File: config.mk
export PLATFORM = sky130hd
export DESIGN_NAME = trap_ctrl
export DESIGN_NICKNAME = d
export VERILOG_FILES = /design/src/rtl/trap_ctrl.sv
export SDC_FILE = /design/constraint.sdc
export NUM_CORES = 1
export LEC_CHECK = 0
export CAP_MARGIN = 15
export CORE_AREA = 3 3 116 118
export CTS_CLUSTER_DIAMETER = 50
export CTS_CLUSTER_SIZE = 25
export DETAILED_ROUTE_END_ITERATION = 6
export DIE_AREA = 0 0 119 121
export PLACE_DENSITY = 0.78
export SETUP_SLACK_MARGIN = 0.1
export SYNTH_ARGS = -nofsm -noshare
export SYNTH_HDL_FRONTEND = slang
export SYNTH_SLANG_ARGS = --single-unit
File: constraint.sdc
create_clock -name clk -period 2.86 [get_ports clk]
set_input_delay 0.572 -clock clk [delete_from_list [all_inputs] [get_ports clk]]
set_output_delay 0.572 -clock clk [all_outputs]
set_load 0.02 [all_outputs]
File: src/rtl/trap_ctrl.sv
// Trap/mret sequencer: accepts one exception, mret or timer interrupt at a time,
// flushes for DRAIN_CYCLES, pulses the CSR commit, then redirects fetch.
module trap_ctrl #(
  parameter int unsigned DRAIN_CYCLES = 2
) (
  input  logic        clk,
  input  logic        rst,
  input  logic        exc_valid,
  input  logic [3:0]  exc_code,
  input  logic [31:0] exc_pc,
  input  logic [31:0] exc_val,
  input  logic        mret_req,
  input  logic [31:0] next_pc,
  input  logic        next_pc_valid,
  input  logic        timer_interrupt,
  input  logic        mie_mtie,
  input  logic        mstatus_mie,
  input  logic [31:0] mtvec,
  input  logic [31:0] mepc,
  output logic        trap_enter,
  output logic [31:0] trap_cause,
  output logic [31:0] trap_pc,
  output logic [31:0] trap_val,
  output logic        mret_exec,
  output logic        flush,
  output logic        redirect_valid,
  output logic [31:0] redirect_pc,
  output logic        busy
);

  typedef enum logic [1:0] {IDLE, DRAIN, COMMIT, REDIRECT} state_e;
  typedef enum logic {TRAP, MRET} kind_e;

  localparam logic [3:0] DRAIN_LOAD = 4'(DRAIN_CYCLES - 1);

  state_e      state_q, state_d;
  kind_e       kind_q, kind_d;
  logic [3:0]  cnt_q, cnt_d;
  logic [31:0] cause_q, cause_d;
  logic [31:0] tpc_q, tpc_d;
  logic [31:0] tval_q, tval_d;
  logic        irq_eligible;

  assign irq_eligible = timer_interrupt & mie_mtie & mstatus_mie & next_pc_valid;

  always_comb begin
    state_d = state_q;
    kind_d  = kind_q;
    cnt_d   = cnt_q;
    cause_d = cause_q;
    tpc_d   = tpc_q;
    tval_d  = tval_q;
    case (state_q)
      IDLE: begin
        // Lower-priority requests in the same cycle are dropped, not queued.
        if (exc_valid) begin
          state_d = DRAIN;
          kind_d  = TRAP;
          cnt_d   = DRAIN_LOAD;
          cause_d = {28'b0, exc_code};
          tpc_d   = exc_pc;
          tval_d  = exc_val;
        end else if (mret_req) begin
          state_d = DRAIN;
          kind_d  = MRET;
          cnt_d   = DRAIN_LOAD;
        end else if (irq_eligible) begin
          state_d = DRAIN;
          kind_d  = TRAP;
          cnt_d   = DRAIN_LOAD;
          cause_d = 32'h8000_0007;
          tpc_d   = next_pc;
          tval_d  = '0;
        end
      end
      DRAIN: begin
        if (cnt_q == 4'd0) state_d = COMMIT;
        else               cnt_d   = cnt_q - 4'd1;
      end
      COMMIT:   state_d = REDIRECT;
      REDIRECT: state_d = IDLE;
      default:  state_d = IDLE;
    endcase
  end

  always_ff @(posedge clk or posedge rst) begin
    if (rst) begin
      state_q <= IDLE;
      kind_q  <= TRAP;
      cnt_q   <= '0;
      cause_q <= '0;
      tpc_q   <= '0;
      tval_q  <= '0;
    end else begin
      state_q <= state_d;
      kind_q  <= kind_d;
      cnt_q   <= cnt_d;
      cause_q <= cause_d;
      tpc_q   <= tpc_d;
      tval_q  <= tval_d;
    end
  end

  // Outputs are decoded from state so an async reset kills any pending pulse at once.
  always_comb begin
    flush          = (state_q == DRAIN);
    busy           = (state_q != IDLE);
    trap_enter     = (state_q == COMMIT) && (kind_q == TRAP);
    mret_exec      = (state_q == COMMIT) && (kind_q == MRET);
    redirect_valid = (state_q == REDIRECT);
    redirect_pc    = '0;
    if (state_q == REDIRECT) redirect_pc = (kind_q == TRAP) ? mtvec : mepc;
  end

  assign trap_cause = cause_q;
  assign trap_pc    = tpc_q;
  assign trap_val   = tval_q;

endmodule

==> impl_results.md, run 1 <==
- Post-synthesis cell type count: 35
- Wire per inst: 18.1 um
- Number of synthesis warnings: 0
- Seq/Total Area, Yosys: 46.0%
- First-pass GRT wire length: 23100 um
- Multi-input logic area: 1940 sq um
- Max-cap violations: 0
- Die Ht: 121 um
- Worst skew pair latency: 0.32 ns
- Num ports: 305
- CP Buf/Inv Count: 2
- Synth Area in XOR/XNOR: 0%
- Die X: 119 um
- Bufs on Longest Clock Path: 2
- Fin cells: 826
- Setup CP Type: register to primary output
- Most frequent cells in the layout: clkdlybuf4s50_1, dfrtp_1, mux2i_1, a21oi_1
- Mapped Area: 4130 sq um
- Synth Area in Compound Gates: 17.8%
- Clock tree sinks: 76
- Hold Crit Depth: 1
- Final Skew: 0.00823 ns
- Rel. slew slack: 65.3%
- Vias: 3996
- Antenna violations before repair: 0
- Mux cell area share after synthesis: 16.1%
- Die ar.: 14400 sq um
- Type of origin of the critical path: register
- RD Place Congestion: 0.890
- Initial drt markers: 132
- Delay-heaviest family, CP: buffers and inverters
- Max Slew Vio Count: 0
- Final period util: 91.4%
- Placed cell count: 811
- First drt pass iteration count: 4
- Detail Route Antenna Nets: 0
- Port Buffers: 277
- CTS root buf: clkbuf_16
- Pwr/cell area: 973 nW/um^2
- Setup slack, reg-to-reg: 0.88 ns
- Actual slew at the worst max-slew pin: 0.519 ns
- Worst EP arrival: 2.04 ns
- RSZ-0062 raised after global routing: no
- Worst hold path class: register to register
- Final Setup Violations: 0
- Hold Path End: cnt_q[0]
- Syn_area_per_cell: 10.8 sq um
- Clock transition at path regs: 0.06 ns
- Area contributors post-synth: dfrtp_1, mux2i_1, a21oi_1, a22o_1, buf_4
- Vias in the first global route: 4232
- Commonest non-fill, non-tap cell in the layout: clkdlybuf4s50_1
- Final Hold Viols: 0
- Largest net degree at the start of global routing: 49
- Count of state elements after synthesis: 76
- Worst hold slack: 0.474 ns
- CP required: 2.29 ns
- Main combinational cell family by area after synthesis: compound AO/OA/AOI/OAI gates
- Gr usage total: 20.2%
- Core area: 12600 sq um
- Worst vdd ir: 0.513 mV
- Final #Nets: 829
- DRC viols: 0
- Crit path max fanout: 24
- Vias/cell: 4.84
- Outcome: finished, final reports clean
- P_leak: 3.16 nW
- Post-synthesis adder-cell area fraction: 2.12%
- Synth Area in Simple Gates: 8.51%
- Fin crit period: 2.61 ns
- CP max-delay cell: clkdlybuf4s50_1
- Starting density of the core: 32.9%
- Critical path capture point type: primary output
- CTS HTree Levels: 3
- Setup_tns: 0 ns
- Post-CTS Setup Inserts: 0
- FF-to-FF path depth: 6
- PnR Total Power: 7.04 mW
- Share of the synthesized area in the top cell type: 46.0%
- R2r startpoint: state_q[1]
- Maximum clock rate: 383 MHz
- RR Endpoint: trap_val[5]
- Total grt overflow: 0
- Diodes inserted: 0
- Dpl hpwl: 11700 um
- Cell count after synthesis: 383
- WL final: 15000 um
- Crit path cell chain: buf_12 > mux2i_1 > nor2b_1 > clkdlybuf4s50_1
- Rows: 41
- Hold_sp: cnt_q[0]
- Register area: 1910 sq um
- Share of cells above drive strength 1: 5.05%
- Yosys top cell by area: dfrtp_1
- CP peak stage delay: 0.65 ns
- Area grow syn2layout: 75.2%
- Fill cell count: 1054
- Clock buffer count from CTS: 9
- CTS tree: yes
-- cells in the mapped netlist --
cell / count
a22oi_1: 1
o2bb2ai_1: 1
nand4_2: 1
o21bai_4: 1
a22o_1: 33
inv_1: 6
a21oi_1: 65
nand2b_1: 1
or4_1: 1
buf_6: 2
o21a_1: 1
and2_1: 3
buf_4: 30
ha_1: 7
a311oi_1: 1
nand2_1: 3
nor2_1: 6
nor2b_1: 33
clkbuf_1: 7
nand4b_1: 1
nor3b_1: 2
a21oi_2: 1
dfrtp_1: 76
and2_2: 1
buf_2: 18
conb_1: 1
nand3_1: 3
mux2_4: 1
mux2i_1: 65
nand3b_1: 2
o22a_1: 3
nor3_1: 1
o21ai_0: 3
o31ai_1: 1
o32a_1: 1
-- stage by stage --
step | setup slack (ns) | instance area, sq um | utilization (%)
floorplan | 0.350 | 4230 | -
global placement | 0.370 | 6960 | 55.4
detailed placement | 0.379 | 6960 | 55.4
CTS | 0.198 | 7230 | 57.6
global route | 0.140 | 7240 | 57.6
finish | 0.247 | 7240 | 57.6
-- cell families after synthesis --
family,after synthesis
AO/OA/AOI/OAI,112
adder cells (fa/ha/maj),7
buffers and inverters,63
flip-flops,76
multiplexers,66
other,1
AND/OR/NAND/NOR,58
-- per-layer routing --
layer  part of all wire, %  GRT usage (%)
met5                     0              0
met4                   1.1           4.56
met3                   9.6           7.83
met2                    50           35.6
met1                    39           23.2
-- worst max path at each step --
| stage | from | to | slack (ns) | depth (start not counted) |
|---|---|---|---|---|
| floorplan | rst | cnt_q[0] | 0.35 | 1 |
| global placement | mtvec[3] | redirect_pc[3] | 0.37 | 4 |
| detailed placement | mepc[1] | redirect_pc[1] | 0.38 | 4 |
| CTS | kind_q | redirect_pc[18] | 0.20 | 4 |
| global route | state_q[1] | redirect_pc[18] | 0.14 | 4 |
| finish | kind_q | redirect_pc[15] | 0.25 | 4 |
-- sequential cells by signal, indices dropped and copies added (netlist names) --
signal      count
trap_pc        32
kind_q          1
trap_val       32
state_q         2
cnt_q           4
trap_cause      5
-- power breakdown --
part	switching [mW]	total, mW	internal, mW
Combinational	2.05	4.06	2.01
Clock	0.413	1.02	0.604
Sequential	0.369	1.96	1.59
Total	2.83	7.04	4.21
-- final cells by class --
cell class                      instances  share of cell area, %
Clock buffer                           11                   3.35
Multi-Input combinational cell        270                   26.8
Inverter                                6                  0.329
Clock inverter                          4                  0.363
Tap cell                              172                   2.97
Sequential cell                        76                   26.3
Timing Repair Buffer                  287                   39.8
-- what timing repair did --
| action | 4_1_cts | 5_1_grt |
|---|---|---|
| gates resized for setup | 0 | 1 |
| hold buffers | 0 | 0 |
| hold endpoints to repair | 0 | 0 |
| endpoints found under the setup margin | 0 | 1 |
Power figures use the tool's default switching activity.
==> run 2: changes to the inputs <==
Settings changed: SKIP_CTS_REPAIR_TIMING set to 1.
==> results of run 2 <==
Final layout, timing and power as in run 1 (identical DEF).
==> variant (config.mk and constraints of run 2) <==
The 4 states of `state_e` get a one-hot encoding in 4 bits.
--- a/src/rtl/trap_ctrl.sv
+++ b/src/rtl/trap_ctrl.sv
@@ -28,7 +28,7 @@
   output logic        busy
 );
 
-  typedef enum logic [1:0] {IDLE, DRAIN, COMMIT, REDIRECT} state_e;
+  typedef enum logic [3:0] {IDLE = 4'b0001, DRAIN = 4'b0010, COMMIT = 4'b0100, REDIRECT = 4'b1000} state_e;
   typedef enum logic {TRAP, MRET} kind_e;
 
   localparam logic [3:0] DRAIN_LOAD = 4'(DRAIN_CYCLES - 1);
Check against the original RTL: same outputs for any inputs over 4 cycles, from zero or initial values and one cycle with rst high; so few cycles prove little.
==> variant against run 2 <==
Setup slack better by 0.070 ns. Sequential cell count is 2 higher. Design area is 0.93% higher. Area after synthesis is 2.3% lower. Final cell count is 0.85% lower. Largest power group unchanged. Worst hold slack better by 0.018 ns. Power is 6.4% lower. Routed wire length is 1.8% lower.
==> variant: results <==
export IMPL_grt_pass1_vias=3977
export IMPL_clock_latency_ns=0.32
export IMPL_grt_ovfl_total=0
export IMPL_skew_ns=0.00461
export IMPL_ys_warn_count=0
export IMPL_crit_path_top_delay_cell="clkdlybuf4s50_1"
export IMPL_synthTopCellsByArea="dfrtp_1, mux2i_1, a21oi_1"
export IMPL_cts_made_buffers=9
export IMPL_p_leak_nw=3.70
export IMPL_htree_levels=3
export IMPL_cts_path_max_buffers=2
export IMPL_grt_max_degree=43
export IMPL_hold_path_class="reg2reg"
export IMPL_worstPathMaxFanout=4
export IMPL_drt_iter0_drc=179
export IMPL_dr_pass1_iters=4
export IMPL_nNetsFinal=816
export IMPL_grt_pass1_wl_um=21800
export IMPL_synthTopCellsByCount="dfrtp_1, a21oi_1, mux2i_1"
export IMPL_max_stage_delay_ns=0.64
export IMPL_status="complete, no violations"
export IMPL_crit_arrival_ns=1.97
export IMPL_ys_seq_area_share_pct=48.4
export IMPL_port_buffers=277
export IMPL_path_clk_slew_ns=0.05
export IMPL_cp_top_family="buffers and inverters"
export IMPL_drive_above_1_share_pct=6.34
export IMPL_wirelength_um=14700
export IMPL_slew_headroom_pct=54.0
export IMPL_antenna_found_initial=0
export IMPL_peakVddDrop_mv=0.558
export IMPL_globalplace_congestion=0.805
export IMPL_cts_root_buffer_cell="clkbuf_16"
export IMPL_n_fill_cell=1051
export IMPL_ys_types=37
export IMPL_postPlaceCellArea_um2=6900
export IMPL_track_usage_pct=19.3
export IMPL_dp_hpwl_um=11300
export IMPL_ys_async_sr_fraction_pct=100
export IMPL_routed_via_density=4.76
export IMPL_n_antenna_cell=0
## variant: changes by cell type after synthesis, sizes merged, moves of 2 or more
| cell | before | now |
|---|---|---|
| a21oi | 66 | 64 |
| nor2 | 6 | 36 |
| nor2b | 33 | 4 |
| ha | 7 | 2 |
| nand3b | 2 | 0 |
| nor4b | 0 | 3 |
| nand3 | 3 | 1 |
## variant: path summary, 6_finish.rpt
| kind | from | to | slack, ns | cells after the start |
|---|---|---|---|---|
| setup / recovery | state_q[1] | mret_exec | 0.32 | 4 |
| hold / removal | trap_cause[2] | trap_cause[2] | 0.49 | 1 |
| setup reg to reg | state_q[0] | trap_val[14] | 0.80 | 5 |
| hold reg to reg | trap_cause[2] | trap_cause[2] | 0.49 | 1 |
| max in group asynchronous | rst | trap_val[2] | 1.56 | 3 |
| min in group asynchronous | rst | cnt_q[2] | 0.66 | 2 |
## variant: logic make-up after synthesis
logic type	Yosys count	synth area share (%)
AOI/OAI and AO/OA	108	17.4
DFF	78	48.4
other	1	0.0929
and+or+nand+nor	57	7.50
buffers and inverters	62	9.67
muxes	65	16.1
xor gates and xnor gates	1	0.217
adders and majority gates	2	0.620
## variant: metrics by stage
stage | TNS, ns | std cells | worst slack, ns | total power, W
finish | 0 | 819 | 0.317 | 0.00659
global route | 0 | 819 | 0.212 | 0.00695
CTS | -0.246 | 819 | -0.0265 | 0.00665
detailed placement | 0 | 803 | 0.333 | 0.00537
global placement | 0 | 803 | 0.384 | 0.00529
floorplan | 0 | 400 | 0.295 | 0.00383
## variant: final cells by class
type	count	area (µm²)	area share (%)
multi-input combinational	260	1790	24.5
clock buffer	13	270	3.70
sequential	78	1950	26.8
timing repair buffer	288	2990	40.9
inverter	5	20.0	0.274
clock inverter	3	65.1	0.891
tap	172	215	2.95
## variant: where the power goes
part           internal [W]  leakage (nW)  switching (W)  total (W)
clock network      0.000834         0.166       0.000413    0.00125
registers           0.00163         0.921       0.000322    0.00195
logic               0.00167          2.62        0.00173    0.00340
total               0.00413          3.70        0.00246    0.00659
## variant: layer usage
layer	up-vias	part of all wire [%]	track usage (%)
li1	1818	-	-
met1	1847	41	24.2
met2	210	48	31.3
met3	23	9.1	6.76
met4	0	2.1	5.94
met5	-	0	0
